### src/rtl/irq_controller.sv
// Prioritised interrupt controller: synchronises up to eight sources, applies mask and
// edge/level mode, raises one registered request and tracks the source in service until EOI.
module irq_controller #(
  parameter int          NUM_SRC   = 8,
  parameter logic [7:0]  BASE_ADDR = 8'hF0
) (
  input  logic               clk_ip,
  input  logic               reset_ip,
  input  logic [NUM_SRC-1:0] irq_src_ip,
  input  logic [7:0]         addr_ip,
  input  logic [7:0]         data_ip,
  input  logic               wr_ip,
  output logic [7:0]         data_op,
  output logic               irq_op,
  input  logic               irq_ack_ip,
  output logic [1:0]         dbg_state_op
);

  typedef enum logic [1:0] {
    ST_IDLE    = 2'd0,
    ST_REQ     = 2'd1,
    ST_SERVICE = 2'd2
  } state_t;

  localparam logic [7:0] ADDR_PEND = BASE_ADDR;
  localparam logic [7:0] ADDR_MASK = BASE_ADDR + 8'd1;
  localparam logic [7:0] ADDR_MODE = BASE_ADDR + 8'd2;
  localparam logic [7:0] ADDR_VEC  = BASE_ADDR + 8'd3;
  localparam logic [7:0] ADDR_EOI  = BASE_ADDR + 8'd4;

  state_t             state_q, state_d;
  logic [NUM_SRC-1:0] s1_q, s2_q, s3_q;
  logic [NUM_SRC-1:0] pend_q, pend_d;
  logic [NUM_SRC-1:0] mask_q, mask_d;
  logic [NUM_SRC-1:0] mode_q, mode_d;
  logic               irq_q, irq_d;
  logic               vec_vld_q, vec_vld_d;
  logic [2:0]         vec_id_q, vec_id_d;

  logic [NUM_SRC-1:0] pend_view, qual, edge_det, w1c, ack_clr, onehot;
  logic [2:0]         sel_id;
  logic               any_qual, eoi_wr;

  // Level-mode bits mirror the synchronised input; edge-mode bits come from the latch.
  assign pend_view = (mode_q & pend_q) | (~mode_q & s2_q);
  assign qual      = pend_view & mask_q;
  assign any_qual  = |qual;
  assign edge_det  = s2_q & ~s3_q;
  assign eoi_wr    = wr_ip && (addr_ip == ADDR_EOI);
  assign w1c       = (wr_ip && (addr_ip == ADDR_PEND)) ? data_ip[NUM_SRC-1:0] : '0;

  // Lowest index wins: scan downward so the last hit is the smallest set index.
  always_comb begin
    sel_id = '0;
    for (int i = NUM_SRC - 1; i >= 0; i--) begin
      if (qual[i]) sel_id = 3'(i);
    end
  end

  always_comb begin
    state_d   = state_q;
    vec_vld_d = vec_vld_q;
    vec_id_d  = vec_id_q;
    onehot    = '0;
    onehot[0] = 1'b1;
    ack_clr   = '0;
    case (state_q)
      ST_IDLE: begin
        if (any_qual) state_d = ST_REQ;
      end
      ST_REQ: begin
        if (irq_ack_ip && any_qual) begin
          state_d   = ST_SERVICE;
          vec_vld_d = 1'b1;
          vec_id_d  = sel_id;
          ack_clr   = onehot << sel_id;
        end else if (!any_qual) begin
          state_d = ST_IDLE;
        end
      end
      ST_SERVICE: begin
        if (eoi_wr) begin
          state_d   = ST_IDLE;
          vec_vld_d = 1'b0;
          vec_id_d  = '0;
        end
      end
      default: state_d = ST_IDLE;
    endcase
  end

  // Clears (W1C, ack) apply first so a same-cycle new edge still sets the bit.
  always_comb begin
    pend_d = ((pend_q & mode_q) & ~w1c & ~ack_clr) | (edge_det & mode_q);
    mask_d = (wr_ip && (addr_ip == ADDR_MASK)) ? data_ip[NUM_SRC-1:0] : mask_q;
    mode_d = (wr_ip && (addr_ip == ADDR_MODE)) ? data_ip[NUM_SRC-1:0] : mode_q;
    irq_d  = (state_d == ST_REQ);
  end

  always_ff @(posedge clk_ip or posedge reset_ip) begin
    if (reset_ip) begin
      state_q   <= ST_IDLE;
      s1_q      <= '0;
      s2_q      <= '0;
      s3_q      <= '0;
      pend_q    <= '0;
      mask_q    <= '0;
      mode_q    <= '0;
      irq_q     <= 1'b0;
      vec_vld_q <= 1'b0;
      vec_id_q  <= '0;
    end else begin
      state_q   <= state_d;
      s1_q      <= irq_src_ip;
      s2_q      <= s1_q;
      s3_q      <= s2_q;
      pend_q    <= pend_d;
      mask_q    <= mask_d;
      mode_q    <= mode_d;
      irq_q     <= irq_d;
      vec_vld_q <= vec_vld_d;
      vec_id_q  <= vec_id_d;
    end
  end

  always_comb begin
    data_op = 8'h00;
    case (addr_ip)
      ADDR_PEND: data_op[NUM_SRC-1:0] = pend_view;
      ADDR_MASK: data_op[NUM_SRC-1:0] = mask_q;
      ADDR_MODE: data_op[NUM_SRC-1:0] = mode_q;
      ADDR_VEC:  data_op = {vec_vld_q, 4'b0000, vec_id_q};
      default:   data_op = 8'h00;
    endcase
  end

  assign irq_op       = irq_q;
  assign dbg_state_op = state_q;

endmodule

### config.mk
export PLATFORM = sky130hd
export DESIGN_NAME = irq_controller
export DESIGN_NICKNAME = d
export VERILOG_FILES = /design/src/rtl/irq_controller.sv
export SDC_FILE = /design/constraint.sdc
export NUM_CORES = 1
export LEC_CHECK = 0
export CORE_ASPECT_RATIO = 1.25
export CORE_UTILIZATION = 53
export DETAILED_ROUTE_END_ITERATION = 16
export PLACE_DENSITY = 0.79
export SLEW_MARGIN = 20
export SYNTH_ARGS = -nofsm -noshare
export SYNTH_HDL_FRONTEND = slang
export SYNTH_SLANG_ARGS = --single-unit
### constraint.sdc
create_clock -name clk_ip -period 2.07 [get_ports clk_ip]
set_clock_uncertainty 0.05 [all_clocks]
set_input_delay 0.414 -clock clk_ip [delete_from_list [all_inputs] [get_ports clk_ip]]
set_output_delay 0.414 -clock clk_ip [all_outputs]
set_load 0.005 [all_outputs]
==> results of run 1 <==
[registers in the layout, summed over array words and instances (netlist names)]
name          flops
mask_q            8
dbg_state_op      2
irq_op            1
s2_q              8
s1_q              8
s3_q              8
vec_vld_q         1
mode_q            8
vec_id_q          3
pend_q            8
[cell usage after synthesis (3+ instances only)]
| master | count | area (um^2) |
|---|---|---|
| and3b_1 | 3 | 26.28 |
| nor2_1 | 7 | 26.28 |
| mux2i_1 | 7 | 70.07 |
| nor2b_1 | 3 | 18.77 |
| a21oi_1 | 9 | 45.04 |
| inv_1 | 9 | 33.78 |
| a221o_1 | 3 | 30.03 |
| o21ai_0 | 11 | 55.05 |
| mux2_2 | 19 | 214.0 |
| a22oi_1 | 3 | 22.52 |
| mux2_4 | 3 | 45.04 |
| a32oi_1 | 5 | 43.79 |
| dfrtp_1 | 55 | 1376 |
| nand4_1 | 4 | 25.02 |
| buf_2 | 4 | 20.02 |
| nand2_1 | 23 | 86.33 |
| nand3_1 | 5 | 25.02 |
[through the flow]
step	hold slack [ps]	setup TNS, ps	utilization (%)	setup WS, ps	total power [mW]
floorplan	281.2	0	-	188.3	1.349
global placement	281.5	-11480	71.73	-792.1	1.508
detailed placement	287.9	-12410	71.73	-847.4	1.522
CTS	309.4	-300.1	74.67	-98.84	2.193
global route	312.2	-790.9	74.89	-132.0	2.270
finish	305.4	-339.3	74.89	-86.67	2.180
[power by group through the flow]
| stage | clock network, mW | registers [mW] | logic (mW) |
|---|---|---|---|
| after floorplan | 0 | 1.21 | 0.144 |
| after global placement | 0 | 1.21 | 0.299 |
| after detailed placement | 0 | 1.22 | 0.305 |
| after CTS | 0.688 | 1.20 | 0.309 |
| after global routing | 0.724 | 1.21 | 0.339 |
| final | 0.673 | 1.20 | 0.311 |
[kinds of logic after synthesis]
| family | count (synthesis) | share of synthesized area (%) |
|---|---|---|
| simple gates | 58 | 12.21 |
| compound gates | 48 | 15.20 |
| buf+inv | 14 | 2.634 |
| flops | 55 | 55.72 |
| mux | 30 | 14.24 |
[final cells by class]
type	instances	area, um^2
Timing Repair Buffer	78	670.6
Fill cell	309	1111
Clock inverter	1	30.03
Tap cell	58	72.57
Inverter	9	33.78
Multi-Input combinational cell	136	1057
Sequential cell	55	1378
Clock buffer	6	72.57
[repair_timing]
item,in CTS,in global routing
pin swaps,9,8
resized for setup,77,5
cloned,1,0
buffers inserted,4,2
hold endpoints to repair,0,0
endpoints found under the setup margin,22,8
[critical path: cells and delay by family]
family,cells,cell delay (ps)
buf+inv,4,480
compound gates,1,350
simple gates,3,430
[worst min-delay path by stage]
| stage | startpoint | to | slack, ps | cells past startpoint |
|---|---|---|---|---|
| 6_report | s1_q[3]$_DFF_PP0_ | s2_q[3]$_DFF_PP0_ | 310 | 0 |
| 3_5_place_dp | s1_q[2]$_DFF_PP0_ | s2_q[2]$_DFF_PP0_ | 290 | 0 |
| 4_1_cts | s1_q[3]$_DFF_PP0_ | s2_q[3]$_DFF_PP0_ | 310 | 0 |
| 2_1_floorplan | s1_q[0]$_DFF_PP0_ | s2_q[0]$_DFF_PP0_ | 280 | 0 |
| 5_1_grt | s1_q[3]$_DFF_PP0_ | s2_q[3]$_DFF_PP0_ | 310 | 0 |
| 3_3_place_gp | s1_q[0]$_DFF_PP0_ | s2_q[0]$_DFF_PP0_ | 280 | 0 |
[layer usage]
metal	GRT usage (%)	vias up	share of wire, %
li1	-	913	-
met1	32.16	976	44
met2	42.58	45	51
met3	4.215	10	3.0
met4	8.372	0	1.8
met5	0	-	0
==> summary.txt, run 1 <==
Finish
  • Nets: approximately 310
  • N_diodes: 0
  • Syn-to-layout area delta: 34.19%
  • Commonest non-fill, non-tap cell in the layout: dfrtp_1
  • Cell area after layout: 3314 um^2
  • Most frequent cells in the layout: 54 x dfrtp_1, 34 x buf_4, 23 x nand2_1
  • Layout cells sized above 1: 33.68%
  • Non-filler cells, final: 343

Die
  • Die area: 4939 um^2
  • Die Width: 63.06 um
  • Die height: 78.33 um
  • Initial Utilization: 55.81%
  • Core Box Area: around 4400 um^2
  • Num rows: 27
  • Boundary pin count: 39

Critical path
  • CP Data Arrival Time: 1690 ps
  • CP startpoint: addr_ip[7]
  • CP endpoint: data_op[1]
  • CP most frequent cell: buf_6
  • Reg-to-reg endpoint: pend_q[5]$_DFF_PP0_
  • Worst Setup Path Type: in2out
  • Worst-path cell chain: buf_6 > nand4_1 > nor3_2 > buf_4 > and3b_2 > buf_6 > a221o_2 > buf_2
  • CP peak stage delay: 350 ps
  • R2R setup slack: 140 ps
  • Crit-path slowest cell: a221o_2
  • CP Max Fanout: 3
  • Element type at the critical path start: input port
  • Critical Path Sink Type: primary output
  • CP required: 1610 ps
  • Reg2reg start: s2_q[0]$_DFF_PP0_
  • Register-to-Register Path Depth: 6

Global routing
  • Gr usage total: around a quarter
  • Pin count of the biggest net entering global routing: 56
  • First-pass GRT wire length: 9.377 mm
  • Initial antenna violation count: 0
  • Gr ovfl total: 0
  • Number of global-route vias before repair: just under 2000

STA
  • Achievable Freq: 0.4637 GHz
  • Slew margin rel.: 78.75%
  • Final setup violation count: 7
  • Endpoints failing hold: 0
  • RSZ-0062 raised after global routing: true
  • Slew Limit Fails: 0
  • Final period utilization: 104.2%
  • Setup ws final: -86.67 ps
  • Fin crit period: 2157 ps
  • Worst slew pin tran: around 320 ps

Yosys
  • Synthesized Nets: 233
  • Seq cells post-synth: 55
  • Ys flop type: dfrtp_1
  • Synth Area per Inst: about 12 um^2
  • Ys Warns: 0
  • Post-synth EDFFs: 0
  • Synthesized area: 2470 um^2
  • Sequential share of the synthesized area: 55.72%
  • Fraction of registers with async set/reset: 100.0%
  • Netlist cell types: 44
  • Post-Synthesis Cells: between 200 and 250

Routing
  • DR vias: about 1900
  • Vias per inst: 5.668
  • DRC: 0
  • Routed WL per cell: 16.55 um
  • Pre-Repair DR Iteration Count: 4
  • Routed WL: 5.677 mm
  • Initial DRC Count: 85
  • Final ANT Viol Nets: 0

Power and ir drop
  • Leak Pwr: approximately 1.5 nW
  • Combinational share of power: 14.2%
  • Switching Share: 23.17%
  • Pwr dens: 657.7 nW/um^2
  • P_int: ~1.7 mW
  • Switch Pwr: ~0.5 mW
  • Clock power share: between 30% and 40%
  • Reg power frac: a little over half
  • Peak VDD IR: ~0.6 mV

Run status
  • Failing checks: setup timing
  • Status: finished, violations left

Run
  • Max-cap violations: 0

Placement
  • Gpl congestion: 0.8626
  • Dpl cells: 332
  • Post-DP Area: 3174 um^2
  • # port buffers: 38
  • DPL Wire Length: 4.072 mm

Clock network
  • Clock root cell: clkbuf_8
  • Worst-path clk slew: around 90 ps
  • Clock sinks: 55
  • CTS buffer count: 5
  • # H-tree levels: 2
  • CTS Hold Bufs: 0
  • Clock Tree Buf Depth: 2
  • CTS tree: yes
  • Clk Latency, worst-skew pair: about 300 ps

Hold path
  • Hold crit path type: reg2reg
Power figures use the tool's default switching activity.
==> run 2: changes to the inputs <==
--- a/config.mk
+++ b/config.mk
@@ -8,5 +8,5 @@
 export CORE_ASPECT_RATIO = 1.25
-export CORE_UTILIZATION = 53
+export CORE_UTILIZATION = 45
 export DETAILED_ROUTE_END_ITERATION = 16
-export PLACE_DENSITY = 0.79
+export DONT_BUFFER_PORTS = 1
 export SLEW_MARGIN = 20
--- a/constraint.sdc
+++ b/constraint.sdc
@@ -4,2 +4,2 @@
 set_output_delay 0.414 -clock clk_ip [all_outputs]
-set_load 0.005 [all_outputs]
+set_load 0.1 [all_outputs]
==> summary.txt, run 2 (same netlist as run 1, synthesis figures left out) <==
Die
  • Num rows: 29
  • Die area: 5791 um^2
  • Die height: 84.83 um
  • Die Width: 68.27 um
  • Initial Utilization: a little under half
  • Boundary pin count: 39
  • Core Box Area: 5189 um^2

Global routing
  • Gr ovfl total: 0
  • Met1 usage: 27.64%
  • Busiest layer in global routing: met2
  • Number of global-route vias before repair: about 1900
  • Initial antenna violation count: 0
  • First-pass GRT wire length: 9.039 mm
  • Met2 usage: 35.47%
  • GRT met3 Usage: 4.301%
  • Gr usage total: 21.20%
  • Pin count of the biggest net entering global routing: 35

Power and ir drop
  • Peak VDD IR: 0.3885 mV
  • Pwr dens: 665.2 nW/um^2
  • Leak Pwr: 1.379 nW

STA
  • RSZ-0062 raised after global routing: true
  • Final setup violation count: 7
  • Final period utilization: 104.0%
  • Setup ws final: -83.77 ps
  • Slew Limit Fails: 0
  • Worst slew pin tran: 546.5 ps
  • Fin crit period: between 2000 and 2500 ps
  • Setup_tns: -260.6 ps
  • Slew margin rel.: 63.43%
  • Endpoints failing hold: 0
  • Achievable Freq: 0.4643 GHz

Routing
  • DR vias: 1794
  • Vias per inst: roughly 5.9
  • Routed WL per cell: 18.40 um
  • Final ANT Viol Nets: 0
  • Initial DRC Count: 86
  • Pre-Repair DR Iteration Count: 4
  • DRC: 0
  • Routed WL: about 5.6 mm

Critical path
  • CP required: 1610 ps
  • CP Data Arrival Time: 1690 ps
  • Element type at the critical path start: flip-flop
  • Critical Path Sink Type: primary output
  • CP Max Fanout: 3
  • Crit-path slowest cell: mux4_2
  • Worst-path cell chain: nor2b_1 > mux4_2 > o21a_1 > buf_12
  • CP peak stage delay: roughly 450 ps
  • Worst Setup Path Type: reg2out

Placement
  • Gpl congestion: 0.8336
  • # port buffers: 0
  • DPL Wire Length: 4.091 mm

Clock network
  • Clk Latency, worst-skew pair: roughly 300 ps
  • Worst-path clk slew: 100 ps
  • CTS buffer count: 5
  • Clock Tree Buf Depth: 2
  • Clock root cell: clkbuf_8
  • # H-tree levels: 2
  • Clock sinks: 55
  • CTS tree: yes

Finish
  • Fill count: around 420
  • Syn-to-layout area delta: 27.15%
  • Post-layout util: 60.53%
  • Nets: 271
  • Most frequent cells in the layout: 51 x dfrtp_1, 24 x buf_4, 22 x nand2_1
  • Layout cells sized above 1: 38.52%
  • N_diodes: 0
  • Commonest non-fill, non-tap cell in the layout: dfrtp_1

Run
  • Max-cap violations: 0

Run status
  • Status: finished, violations left
  • Failing checks: setup timing

Hold path
  • Hold crit path type: in2reg
-- run 2: final cells by class --
cell class	count	area (um^2)	area share, %
inverter	9	33.78	1.076
clock buffer	7	76.32	2.430
tap	62	77.57	2.470
timing repair buffer	36	392.9	12.51
clock inverter	1	5.005	0.1594
sequential	55	1381	43.98
multi-input combinational	136	1174	37.37
-- run 2: through the flow --
| step | worst slack, ps | hold WS [ps] | area (um^2) | std cells | power [mW] |
|---|---|---|---|---|---|
| after floorplan | -133.0 | 281.2 | 2546 | 205 | 1.449 |
| after global placement | 28.74 | 279.3 | 2883 | 286 | 1.518 |
| after detailed placement | -22.47 | 287.2 | 2883 | 286 | 1.530 |
| after CTS | -94.60 | 73.99 | 3082 | 305 | 2.104 |
| after global routing | -142.5 | 61.06 | 3141 | 306 | 2.185 |
| final | -83.77 | 78.89 | 3141 | 306 | 2.089 |
-- run 2: worst paths after layout --
check	start	endpoint	slack, ps	cells after the start
max	s2_q[0]$_DFF_PP0_	data_op[0]	-80	4
max in group asynchronous	reset_ip	vec_id_q[1]$_DFFE_PP0P_	900	3
min	irq_src_ip[0]	s1_q[0]$_DFF_PP0_	80	0
min in group asynchronous	reset_ip	mask_q[1]$_DFFE_PP0P_	530	2
min reg2reg	s1_q[7]$_DFF_PP0_	s2_q[7]$_DFF_PP0_	310	0
max reg2reg	mode_q[1]$_DFFE_PP0P_	pend_q[5]$_DFF_PP0_	60	6
-- run 2: worst max-delay path, delay by kind of cell, from the launching register on --
| family | cells | cell delay, ps |
|---|---|---|
| flip-flops | 1 | 410 |
| buffers and inverters | 1 | 170 |
| AND/OR/NAND/NOR | 1 | 130 |
| multiplexers | 1 | 450 |
| AO/OA/AOI/OAI | 1 | 220 |
-- run 2: metal layers --
layer,vias to the layer above,routed length [um]
li1,828,-
met1,905,2288
met2,55,2975
met3,6,308
met4,0,57
met5,-,0
-- run 2: what timing repair did --
item / in CTS / in global routing
endpoints found under the setup margin: 6 / 10
buffers inserted: 10 / 1
gates resized for setup: 8 / 9
hold buffers: 1 / 0
endpoints found under the hold margin: 21 / 0
pin swaps: 7 / 8
-- run 2: where the power goes --
group          internal, mW  switching (mW)
registers              1.14          0.0556
logic                 0.114           0.209
clock network         0.238           0.327
total                  1.50           0.592
==> run 3: changes to the inputs <==
Settings changed: MAX_ROUTING_LAYER from default to met4.
==> summary.txt, run 3 (same netlist as run 1, synthesis figures left out) <==
Finish
  • Layout cells sized above 1: 38.52%
  • Commonest non-fill, non-tap cell in the layout: dfrtp_1
  • N_diodes: 0
  • Nets: ~270
  • Fill count: 418
  • Syn-to-layout area delta: 27.15%
  • Most frequent cells in the layout: 51 x dfrtp_1, 24 x buf_4, 22 x nand2_1
  • Post-layout util: 60.53%

Critical path
  • CP endpoint: data_op[0]
  • CP required: between 1500 and 2000 ps
  • Critical Path Sink Type: primary output
  • R2R setup slack: 60 ps
  • CP Max Fanout: 3
  • Worst Setup Path Type: reg2out
  • CP Data Arrival Time: 1690 ps
  • Reg2reg start: mode_q[1]$_DFFE_PP0P_
  • Register-to-Register Path Depth: 6
  • Element type at the critical path start: flip-flop
  • Reg-to-reg endpoint: pend_q[5]$_DFF_PP0_
  • CP startpoint: s2_q[0]$_DFF_PP0_

Power and ir drop
  • Switching Share: between 20 and 30%
  • Tot Pwr: 2.089 mW
  • P_int: ~1.5 mW
  • Reg power frac: 57.5%
  • Combinational share of power: between 10% and 20%
  • Pwr dens: 665.2 nW/um^2
  • Switch Pwr: 0.5916 mW
  • Clock power share: 27.1%
  • Peak VDD IR: 0.3885 mV
  • Leak Pwr: roughly 1.4 nW

Routing
  • Final ANT Viol Nets: 0
  • Routed WL: approximately 5.6 mm
  • Initial DRC Count: 86
  • DRC: 0
  • Pre-Repair DR Iteration Count: 4
  • Routed WL per cell: 18.39 um
  • Vias per inst: 5.859
  • DR vias: 1793

Run status
  • Failing checks: setup timing
  • Status: finished, violations left

STA
  • Final period utilization: 104.0%
  • Endpoints failing hold: 0
  • RSZ-0062 raised after global routing: true
  • Slew Limit Fails: 0
  • Final setup violation count: 7
  • Worst slew pin tran: 546.5 ps
  • Achievable Freq: 0.4643 GHz
  • Slew margin rel.: 63.43%
  • Setup ws final: -83.77 ps
  • Fin crit period: 2154 ps

Clock network
  • # H-tree levels: 2
  • Clock root cell: clkbuf_8
  • Worst-path clk slew: roughly 100 ps
  • CTS buffer count: 5
  • Clock sinks: 55
  • Clock Tree Buf Depth: 2
  • Clk Latency, worst-skew pair: roughly 300 ps
  • CTS tree: yes

Global routing
  • Gr usage total: 21.83%
  • Gr ovfl total: 0
  • Met1 usage: between 20% and 30%
  • Busiest layer in global routing: met2
  • Number of global-route vias before repair: 1856
  • GRT met3 Usage: 4.301%
  • Pin count of the biggest net entering global routing: 35
  • First-pass GRT wire length: 9.039 mm
  • Met2 usage: 35.47%
  • Initial antenna violation count: 0

Die
  • Num rows: 29
  • Initial Utilization: 47.60%
  • Die Width: just under 70 um
  • Die height: 84.83 um
  • Boundary pin count: 39
  • Core Box Area: between 5000 and 6000 um^2
  • Die area: just under 6000 um^2

Hold path
  • Hold crit path type: in2reg

Placement
  • Gpl congestion: ~0.85
  • Post-Place Worst Slack: -22.47 ps
  • DPL Wire Length: between 4 and 5 mm
  • # port buffers: 0

Run
  • Max-cap violations: 0
-- run 3: how the worst min path moves through the flow --
| stage | startpoint | to | depth (start not counted) | slack [ps] |
|---|---|---|---|---|
| 6_report | irq_src_ip[0] | s1_q[0]$_DFF_PP0_ | 0 | 80 |
| 3_3_place_gp | reset_ip | s1_q[1]$_DFF_PP0_ | 1 | 280 |
| 2_1_floorplan | s1_q[0]$_DFF_PP0_ | s2_q[0]$_DFF_PP0_ | 0 | 280 |
| 4_1_cts | irq_src_ip[7] | s1_q[7]$_DFF_PP0_ | 0 | 70 |
| 3_5_place_dp | s1_q[1]$_DFF_PP0_ | s2_q[1]$_DFF_PP0_ | 0 | 290 |
| 5_1_grt | irq_src_ip[0] | s1_q[0]$_DFF_PP0_ | 0 | 60 |
-- run 3: critical path, cell delays in order (launching register included) --
cell	delay, ps
dfrtp_1	410
nor2b_1	130
mux4_2	450
o21a_1	220
buf_12	170
-- run 3: through the flow --
stage | cell area [um^2] | hold WS [ps] | std cells | setup TNS (ps)
after CTS | 3082 | 73.99 | 305 | -129.0
after detailed placement | 2883 | 287.2 | 286 | -28.79
final | 3141 | 78.89 | 306 | -260.6
after floorplan | 2546 | 281.2 | 205 | -491.0
after global placement | 2883 | 279.3 | 286 | 0
after global routing | 3141 | 61.06 | 306 | -712.8
-- run 3: final cells by class --
class	instances	area, um^2	share of cell area [%]
clock inverter	1	5.005	0.1594
inverter	9	33.78	1.076
clock buffer	7	76.32	2.430
sequential	55	1381	43.98
timing repair buffer	36	392.9	12.51
multi-input combinational	136	1174	37.37
tap	62	77.57	2.470
-- run 3: per-layer routing --
layer  wire (um)  up-vias  part of all wire, %
met2        2974       55                   53
met3         308        6                  5.5
met5           0        -                    0
met1        2287      904                   41
met4          57        0                  1.0
li1            -      828                    -
-- run 3: what timing repair did --
item | in CTS | in global routing
hold buffers | 1 | 0
endpoints found under the hold margin | 21 | 0
pin swaps | 7 | 8
buffers inserted | 10 | 1
gates resized for setup | 8 | 9
endpoints found under the setup margin | 6 | 10
-- run 3: power by group through the flow --
stage	Sequential [mW]	Combinational, mW	Clock [mW]
2_1_floorplan	1.30	0.151	0
3_5_place_dp	1.22	0.308	0
3_3_place_gp	1.22	0.301	0
4_1_cts	1.20	0.323	0.582
5_1_grt	1.21	0.347	0.626
6_report	1.20	0.324	0.565
